## src/rtl/manch_pkg.sv

```systemverilog
// ----------------------------------------------------------------------------
// manch_pkg : state encoding, line constants and half-bit helper for the link
// Revision  : 1.0
// ----------------------------------------------------------------------------
`default_nettype none

package manch_pkg;

  typedef enum logic [2:0] {
    IDLE   = 3'd0,
    START  = 3'd1,
    DATA   = 3'd2,
    PARITY = 3'd3,
    GAP    = 3'd4
  } manch_tx_state_e;

  localparam logic MANCH_IDLE_LEVEL = 1'b1;
  localparam logic MANCH_START_BIT  = 1'b0;

  function automatic logic manch_half(input int unsigned cnt, input int unsigned oversample);
    return cnt >= (oversample / 2);
  endfunction

endpackage

`default_nettype wire

```

## src/rtl/manch_bit_timer.sv

```systemverilog
// ----------------------------------------------------------------------------
// manch_bit_timer : bit-period counter producing the bit-end strobe and the
//                   half-bit level that applies after the next clock edge
// Revision        : 1.0
// ----------------------------------------------------------------------------
`default_nettype none

module manch_bit_timer
  import manch_pkg::*;
#(
  parameter int OVERSAMPLE = 16
) (
  input  logic clk16x,
  input  logic rst,
  input  logic run,
  input  logic restart,
  output logic bit_end,
  output logic half_nxt
);

  localparam int CNT_W = $clog2(OVERSAMPLE);

  logic [CNT_W-1:0] cnt_q;
  logic [CNT_W-1:0] cnt_d;

  always_comb begin
    bit_end = run && (cnt_q == CNT_W'(OVERSAMPLE - 1));
    cnt_d   = cnt_q + CNT_W'(1);
    if (!run || restart || bit_end) begin
      cnt_d = '0;
    end
    // The owner registers mdo from next-cycle values, so it needs next half.
    half_nxt = manch_half(32'(cnt_d), 32'(OVERSAMPLE));
  end

  always_ff @(posedge clk16x) begin
    if (rst) begin
      cnt_q <= '0;
    end else begin
      cnt_q <= cnt_d;
    end
  end

endmodule

`default_nettype wire

```

## src/rtl/manch_en.sv

```systemverilog
// ----------------------------------------------------------------------------
// manch_en : Manchester byte transmitter (start, data MSB-first, [parity], gap)
//            Optional parity bit enabled by defining MANCH_EN_PARITY_EN.
// Revision : 1.0
// ----------------------------------------------------------------------------
`default_nettype none

module manch_en
  import manch_pkg::*;
#(
  parameter int DATA_W     = 8,
  parameter int OVERSAMPLE = 16,
  parameter int IDLE_BITS  = 2,
  parameter int PARITY_ODD = 0
) (
  input  logic              clk16x,
  input  logic              rst,
  input  logic [DATA_W-1:0] din,
  input  logic              din_valid,
  output logic              din_ready,
  output logic              mdo,
  output logic              tx_busy,
  output logic              tx_done
);

  localparam int IDX_W = $clog2(DATA_W + 1);
  localparam int GAP_W = $clog2(IDLE_BITS + 1);

  manch_tx_state_e   state_q, state_d;
  logic [DATA_W-1:0] shreg_q, shreg_d;
  logic              par_q, par_d;
  logic [IDX_W-1:0]  bit_idx_q, bit_idx_d;
  logic [GAP_W-1:0]  gap_idx_q, gap_idx_d;
  logic              mdo_q, mdo_d;
  logic              tx_busy_q, tx_busy_d;
  logic              tx_done_q, tx_done_d;

  logic xfer;
  logic bit_end;
  logic half_nxt;
  logic par_bit;

  assign din_ready = (state_q == IDLE) && !rst;
  assign xfer      = din_valid && din_ready;
  assign mdo       = mdo_q;
  assign tx_busy   = tx_busy_q;
  assign tx_done   = tx_done_q;

  manch_bit_timer #(
    .OVERSAMPLE (OVERSAMPLE)
  ) u_timer (
    .clk16x   (clk16x),
    .rst      (rst),
    .run      (state_q != IDLE),
    .restart  (xfer),
    .bit_end  (bit_end),
    .half_nxt (half_nxt)
  );

  always_comb begin
    state_d   = state_q;
    shreg_d   = shreg_q;
    par_d     = par_q;
    bit_idx_d = bit_idx_q;
    gap_idx_d = gap_idx_q;
    tx_done_d = 1'b0;

    case (state_q)
      IDLE: begin
        if (xfer) begin
          state_d   = START;
          shreg_d   = din;
          par_d     = 1'b0;
          bit_idx_d = '0;
          gap_idx_d = '0;
        end
      end
      START: begin
        if (bit_end) state_d = DATA;
      end
      DATA: begin
        if (bit_end) begin
          shreg_d = {shreg_q[DATA_W-2:0], 1'b0};
          par_d   = par_q ^ shreg_q[DATA_W-1];
          if (bit_idx_q == IDX_W'(DATA_W - 1)) begin
            bit_idx_d = '0;
`ifdef MANCH_EN_PARITY_EN
            state_d   = PARITY;
`else
            state_d   = GAP;
`endif
          end else begin
            bit_idx_d = bit_idx_q + IDX_W'(1);
          end
        end
      end
      PARITY: begin
        if (bit_end) state_d = GAP;
      end
      GAP: begin
        if (bit_end) begin
          if (gap_idx_q == GAP_W'(IDLE_BITS - 1)) begin
            gap_idx_d = '0;
            state_d   = IDLE;
            tx_done_d = 1'b1;
          end else begin
            gap_idx_d = gap_idx_q + GAP_W'(1);
          end
        end
      end
      default: state_d = IDLE;
    endcase

    tx_busy_d = (state_d != IDLE);
    par_bit   = par_d ^ (PARITY_ODD != 0);

    // Output level for the cycle after this edge, from the state being entered.
    case (state_d)
      START:   mdo_d = MANCH_START_BIT ^ half_nxt;
      DATA:    mdo_d = shreg_d[DATA_W-1] ^ half_nxt;
      PARITY:  mdo_d = par_bit ^ half_nxt;
      default: mdo_d = MANCH_IDLE_LEVEL;
    endcase
  end

  always_ff @(posedge clk16x) begin
    if (rst) begin
      state_q   <= IDLE;
      shreg_q   <= '0;
      par_q     <= 1'b0;
      bit_idx_q <= '0;
      gap_idx_q <= '0;
      mdo_q     <= MANCH_IDLE_LEVEL;
      tx_busy_q <= 1'b0;
      tx_done_q <= 1'b0;
    end else begin
      state_q   <= state_d;
      shreg_q   <= shreg_d;
      par_q     <= par_d;
      bit_idx_q <= bit_idx_d;
      gap_idx_q <= gap_idx_d;
      mdo_q     <= mdo_d;
      tx_busy_q <= tx_busy_d;
      tx_done_q <= tx_done_d;
    end
  end

endmodule

`default_nettype wire

```

## config.mk

```make
export PLATFORM = sky130hd
export DESIGN_NAME = manch_en
export DESIGN_NICKNAME = d
export VERILOG_FILES = /design/src/rtl/manch_pkg.sv /design/src/rtl/manch_bit_timer.sv /design/src/rtl/manch_en.sv
export SDC_FILE = /design/constraint.sdc
export NUM_CORES = 1
export LEC_CHECK = 0
export BUFFER_PORTS_ARGS = -buffer_cell sky130_fd_sc_hd__buf_2
export CORE_MARGIN = 5
export CORE_UTILIZATION = 40
export CTS_CLUSTER_SIZE = 12
export DETAILED_ROUTE_END_ITERATION = 6
export PLACE_DENSITY = 0.7
export SLEW_MARGIN = 25
export SYNTH_ARGS = -nofsm -noshare
export SYNTH_HDL_FRONTEND = slang
export SYNTH_SLANG_ARGS = --single-unit
```

## constraint.sdc

```tcl
create_clock -name clk16x -period 1.9 [get_ports clk16x]
set_clock_uncertainty 0.2 [all_clocks]
set_input_delay 0.38 -clock clk16x [delete_from_list [all_inputs] [get_ports clk16x]]
set_output_delay 0.38 -clock clk16x [all_outputs]
set_load 0.05 [all_outputs]
```

## Word-level counts from Yosys, hierarchy flattened

Cells that the tools add are included.

| storage, ports and cells | value |
|---|---|
| logic and storage cells | 72 |
| register bits | 25 |
| bits of input ports | 11 |
| output and inout bits | 4 |

| operators by class | value |
|---|---|
| multiplexer cells | 25 |
| equality and inequality tests | 13 |
| magnitude comparators | 1 |
| bitwise operators | 5 |
| reduce and logical (&&, ||, !) cells | 15 |
| add/sub/neg operators | 3 |

Operators by type and width:

| cell | number |
|---|---|
| two-way mux 3 bit | 7 |
| two-way mux 4 bit | 4 |
| two-way mux 8 bit | 2 |
| case mux 8 bit (2 select lines) | 1 |
| case mux 3 bit (5 select lines) | 1 |
| == test 3 x 2 -> 1 bit, second input constant | 4 |
| adder 4 x 1 -> 4 bit, second input constant | 2 |
| case mux 4 bit (2 select lines) | 1 |
| == test 3 x 1 -> 1 bit, second input constant | 2 |
| two-way mux 2 bit | 3 |
| AND reduction 3 bit | 2 |
| nonzero test 3 bit | 2 |
| == test 4 x 3 -> 1 bit, second input constant | 1 |
| == test 4 bit, second input constant | 1 |
| greater-or-equal comparator 4 bit, second input constant | 1 |
| inequality test 2 bit, second input constant | 2 |
| case mux 2 bit (2 select lines) | 1 |
| nonzero test 2 bit | 2 |
| == test 3 bit, second input constant | 1 |
| logical AND 1 bit | 3 |
| zero test 3 bit | 1 |
| two-way mux 1 bit | 3 |
| case mux 1 bit (3 select lines) | 1 |
| OR reduction 3 bit | 1 |
| 8 further kinds | 13 |

## Longest topological paths before layout

| depth | value |
|---|---|
| depth after elaboration | 9 |
| depth in mapped cells | 7 |
| gate-level depth less buffers | 6 |

## Cells and area by module

Synthesis repeated with hierarchy kept, for this count alone.

| unflattened totals | value |
|---|---|
| cell total of the unflattened synthesis | 132 |
| area, all modules | 1168.6 µm² |

Modules (own cells, without submodules):

| module | times used | cells an instance | area an instance (µm²) | seq. area each (µm²) |
|---|---|---|---|---|
| manch_en | 1 | 113 | 984.7 | 420.4 |
| manch_bit_timer | 1 | 19 | 183.9 | 80.1 |

## Worst setup path after synthesis

OpenSTA, ideal clock, no wires.

| timing | value |
|---|---|
| kind | register -> register |
| from | register state_q[1] |
| to | register bit_idx_q[3] |
| required time | 1.630 ns |
| period minus slack after synthesis | 2.350 ns |
| slack | -0.450 ns |
| arrival | 2.080 ns |
| buffers on the path | 1 |
| stages on the path, launching flop included | 6 |
| setup time | 0.070 ns |
| path through | dfxtp_1 > buf_6 > nor4_4 > a22oi_1 > or4_1 > a21oi_1 |

| between the ends | value |
|---|---|
| cells in the longest elaborated chain, start to end | 5 |
| elaborated cells between the ends (all ways) | 11 |
| classes of those cells | 3 x eq/ne; 1 x mux; 7 x reduce/logical |

Ends and longest elaborated chain:

| element | RTL line | RTL |
|---|---|---|
| start: declaration | manch_en.sv:29 | `manch_tx_state_e state_q, state_d;` |
| start signal: assignment | manch_en.sv:137 | `state_q <= state_d;` |
| zero test 3 bit | manch_en.sv:43 | `assign din_ready = (state_q == IDLE) && !rst;` |
| logical AND 1 bit | manch_en.sv:43 |  |
| net din_ready | manch_en.sv:20 | `output logic din_ready,` |
| logical AND 1 bit | manch_en.sv:44 | `assign xfer = din_valid && din_ready;` |
| inequality test 2 x 1 -> 1 bit (no source line) | -- |  |
| AND reduction 3 bit (no source line) | -- |  |
| end signal: assignment | manch_en.sv:140 | `bit_idx_q <= bit_idx_d;` |
| end: declaration | manch_en.sv:32 | `logic [IDX_W-1:0] bit_idx_q, bit_idx_d;` |

The timed path passes the listed nets, and every way through them passes these cells.
A chain may end at the register's enable or synchronous reset.

## Final worst setup path

| timing | value |
|---|---|
| from | register state_q[0] |
| to | register bit_idx_q[3] |

| between the ends | value |
|---|---|
| cells in the longest elaborated chain, start to end | 5 |
| elaborated cells between the ends (all ways) | 11 |
| classes of those cells | 3 x eq/ne; 1 x mux; 7 x reduce/logical |

Ends and longest elaborated chain:

| element | RTL line |
|---|---|
| zero test 3 bit | manch_en.sv:43, manch_en.sv:68 |
| logical AND 1 bit | manch_en.sv:43 |
| logical AND 1 bit | manch_en.sv:44 |
| inequality test 2 x 1 -> 1 bit (no source line) | -- |
| AND reduction 3 bit (no source line) | -- |

Parallel ways exist; a longest one is shown, timed or not.

==> results.json <==
{
  "ys_top_cells_by_area": "dfxtp_1 (43%), a22oi_1 (7.1%), a21oi_1 (5.2%)",
  "grt_pass1_vias": 1044,
  "cts_buffer_depth": 2,
  "seq_area_frac_synth_pct": 43.1,
  "synthFlopType": "dfxtp_1",
  "grt_overflow_total": 0,
  "power.leakage_nw": 0.536,
  "rsz0062_at_grt": "true",
  "coreArea_um2": 2780,
  "clkSlewWorstSetupHoldPaths_ns": 0.14,
  "synth_fp_nets": 146,
  "fin_crit_ns": 1.82,
  "arrival_ns": 1.89,
  "rrSetupSlack_ns": 0.08,
  "clock_latency_ns": 0.32,
  "die_y_um": 63.9,
  "grtUsageTotal_pct": 13.0,
  "critPathMaxFanout": 7,
  "postSynthAreaPerCell_um2": 8.74,
  "drcViolationCount": 0,
  "initial_core_util_pct": 41.8,
  "portBuffers": 14,
  "grt_max_degree": 24,
  "critPathSlowestCell": "or4_1",
  "ys.warnings.count": 0,
  "hold_path_class": "input pin to flip-flop",
  "diodes": 0,
  "numCtsBuffers": 3,
  "dieWidth_um": 63.9,
  "synth_top_family_by_area": "simple AND/OR/NAND/NOR gates",
  "dp_hpwl_um": 1880,
  "yosysTopAreaCellShare_pct": 43.1,
  "viasPerCell": 5.76,
  "setup_violations": 0,
  "endpoint_kind": "flip-flop",
  "yosysMostFrequentCell": "dfxtp_1",
  "pre_cts_ws_ns": -0.0113,
  "cellPowerDensity_nw_per_um2": 639,
  "core.rowCount": 19,
  "final_hold_viol_count": 0,
  "cp.required_ns": 1.96,
  "cp_cell_sequence": "nor3b_2 > nand2_1 > or4_1 > a21oi_1",
  "cp-start-kind": "flip-flop",
  "gp_routability_congestion": 0.790,
  "final_nets": 168,
  "crit_type": "flip-flop to flip-flop",
  "synthToLayoutAreaGrowth_pct": 21.3,
  "max_cap_violations": 0,
  "cts_tree": "done",
  "synth_cells": 133,
  "synth.cell_area_um2": 1160,
  "final.setup.tns_ns": 0,
  "synth_edf_count": 0,
  "root_buffer": "clkbuf_4",
  "ant_nets": 0,
  "grt_pass1_wl_um": 4400,
  "ios": 15,
  "holdBufCountCts": 0,
  "tightest_slew_ns": 0.461,
  "drive_gt1_share_pct": 27.9,
  "wl_per_cell_um": 13.8,
  "synth-xor-area-share_pct": 1.51,
  "vias": 1066,
  "dieArea_um2": 4080,
  "drv_slew": 0,
  "grt_antenna_before_repair": 0,
  "ys_top_cells_by_count": "dfxtp_1 (25), nand2_1 (13), a21oi_1 (12)",
  "critPathMaxStageDelay_ns": 0.48,
  "async_reset_ff_share_pct": 0,
  "setup_ws_ns": 0.0752,
  "synthMuxAreaShare_pct": 0,
  "synth-simple-area-share_pct": 27.0,
  "cts.sinks": 25,
  "timing.final.crit_share_pct": 96.0,
  "drt_iter0_markers": 38,
  "firstDrtPassIters": 4,
  "vdd.ir_drop.worst_uv": 656,
  "wl_um": 2550,
  "fill_cells": 277,
  "status": "completed",
  "timing.slew.headroom_pct": 69.1,
  "yosys.area_share.adder_pct": 2.15,
  "ys_types": 36,
  "synth_compound_area_share_pct": 22.3,
  "synth_seq_cells": 25,
  "yosys.area.top_type": "dfxtp_1",
  "htreeDepth": 1,
  "max_freq_ghz": 0.548
}
-- power by group --
group          internal [mW]  total, mW  switching [mW]
combinational         0.0456      0.112          0.0668
sequential             0.538      0.548         0.00982
clock                 0.0789      0.240           0.161
-- stage by stage --
stage	cell area [um2]	cells	util, %	power [mW]	hold WS [ns]
final	1410	185	50.7	0.901	0.104
after global routing	1410	185	50.7	0.950	0.0878
after CTS	1360	184	49.0	0.910	0.0954
after detailed placement	1320	179	47.3	0.664	0.240
after global placement	1320	179	47.3	0.661	0.226
after floorplan	1180	133	-	0.628	0.207
-- layout make-up --
| type | count | area, um2 | share of cell area, % |
|---|---|---|---|
| timing repair buffer | 25 | 163 | 11.5 |
| clock inverter | 1 | 5.00 | 0.355 |
| tap | 31 | 38.8 | 2.75 |
| multi-input combinational | 98 | 666 | 47.2 |
| clock buffer | 3 | 22.5 | 1.60 |
| inverter | 2 | 7.51 | 0.532 |
| sequential | 25 | 508 | 36.0 |
-- path summary, 6_finish.rpt --
kind / from / end / cells past startpoint
hold / removal: din[0] / shreg_q[0] / 3
setup / recovery: state_q[0] / bit_idx_q[3] / 4
hold reg to reg: gap_idx_q[1] / tx_done / 1
setup reg to reg: state_q[0] / bit_idx_q[3] / 4
-- kinds of logic (layout without fill, tap and decap cells) --
family	Yosys count	after routing
AO/OA/AOI/OAI	39	39
AND/OR/NAND/NOR	55	55
buffers and inverters	10	31
flip-flops	25	25
XOR/XNOR	2	2
adder cells (fa/ha/maj)	2	2
-- routing by layer --
metal / global-route usage (%) / vias up / routed length [um]
met1: 14.6 / 502 / 1160
met3: 4.73 / 4 / 129
li1: - / 533 / -
met4: 3.12 / 0 / 23
met2: 23.1 / 27 / 1240
met5: 0 / - / 0
-- registers in the layout, summed over array words and instances, names as in the netlist --
| name | count |
|---|---|
| shreg_q | 8 |
| bit_idx_q | 4 |
| u_timer.cnt_q | 4 |
| state_q | 3 |
| gap_idx_q | 2 |
| mdo | 1 |
| par_q | 1 |
| tx_busy | 1 |
| tx_done | 1 |
-- critical path, delay by kind of cell, from the launching register on --
family           cells  cell delay (ns)
AO/OA/AOI/OAI        1             0.12
flip-flops           1             0.40
AND/OR/NAND/NOR      3             1.04
-- cell usage in the layout, fill, tap and decap left out, drive strengths merged --
master and count:
a21oi 12, and3b 1, a21o 2, nor3 4, o41ai 1, o2bb2ai 1, a211oi 1, nor2 10
nand4b 1, a32oi 1, nand2b 2, nand3b 1, xnor2 2, or4 1, and3 5, a31oi 1
a22oi 11, clkinv 1, nor3b 1, a221oi 1, o21ai 7, ha 2, inv 2, a311o 1
nand2 13, dfxtp 25, and2 2, buf 25, nor2b 3, and4b 1, nor4b 2, nor4 3
or3 1, clkbuf 3, nand3 4
-- what timing repair did --
action                                  4_1_cts  5_1_grt
buffers inserted                              1        1
resized for setup                             2       12
endpoints found under the setup margin        2       12
endpoints found under the hold margin         0        0
pin swaps                                     1        2
Power figures use the tool's default switching activity.
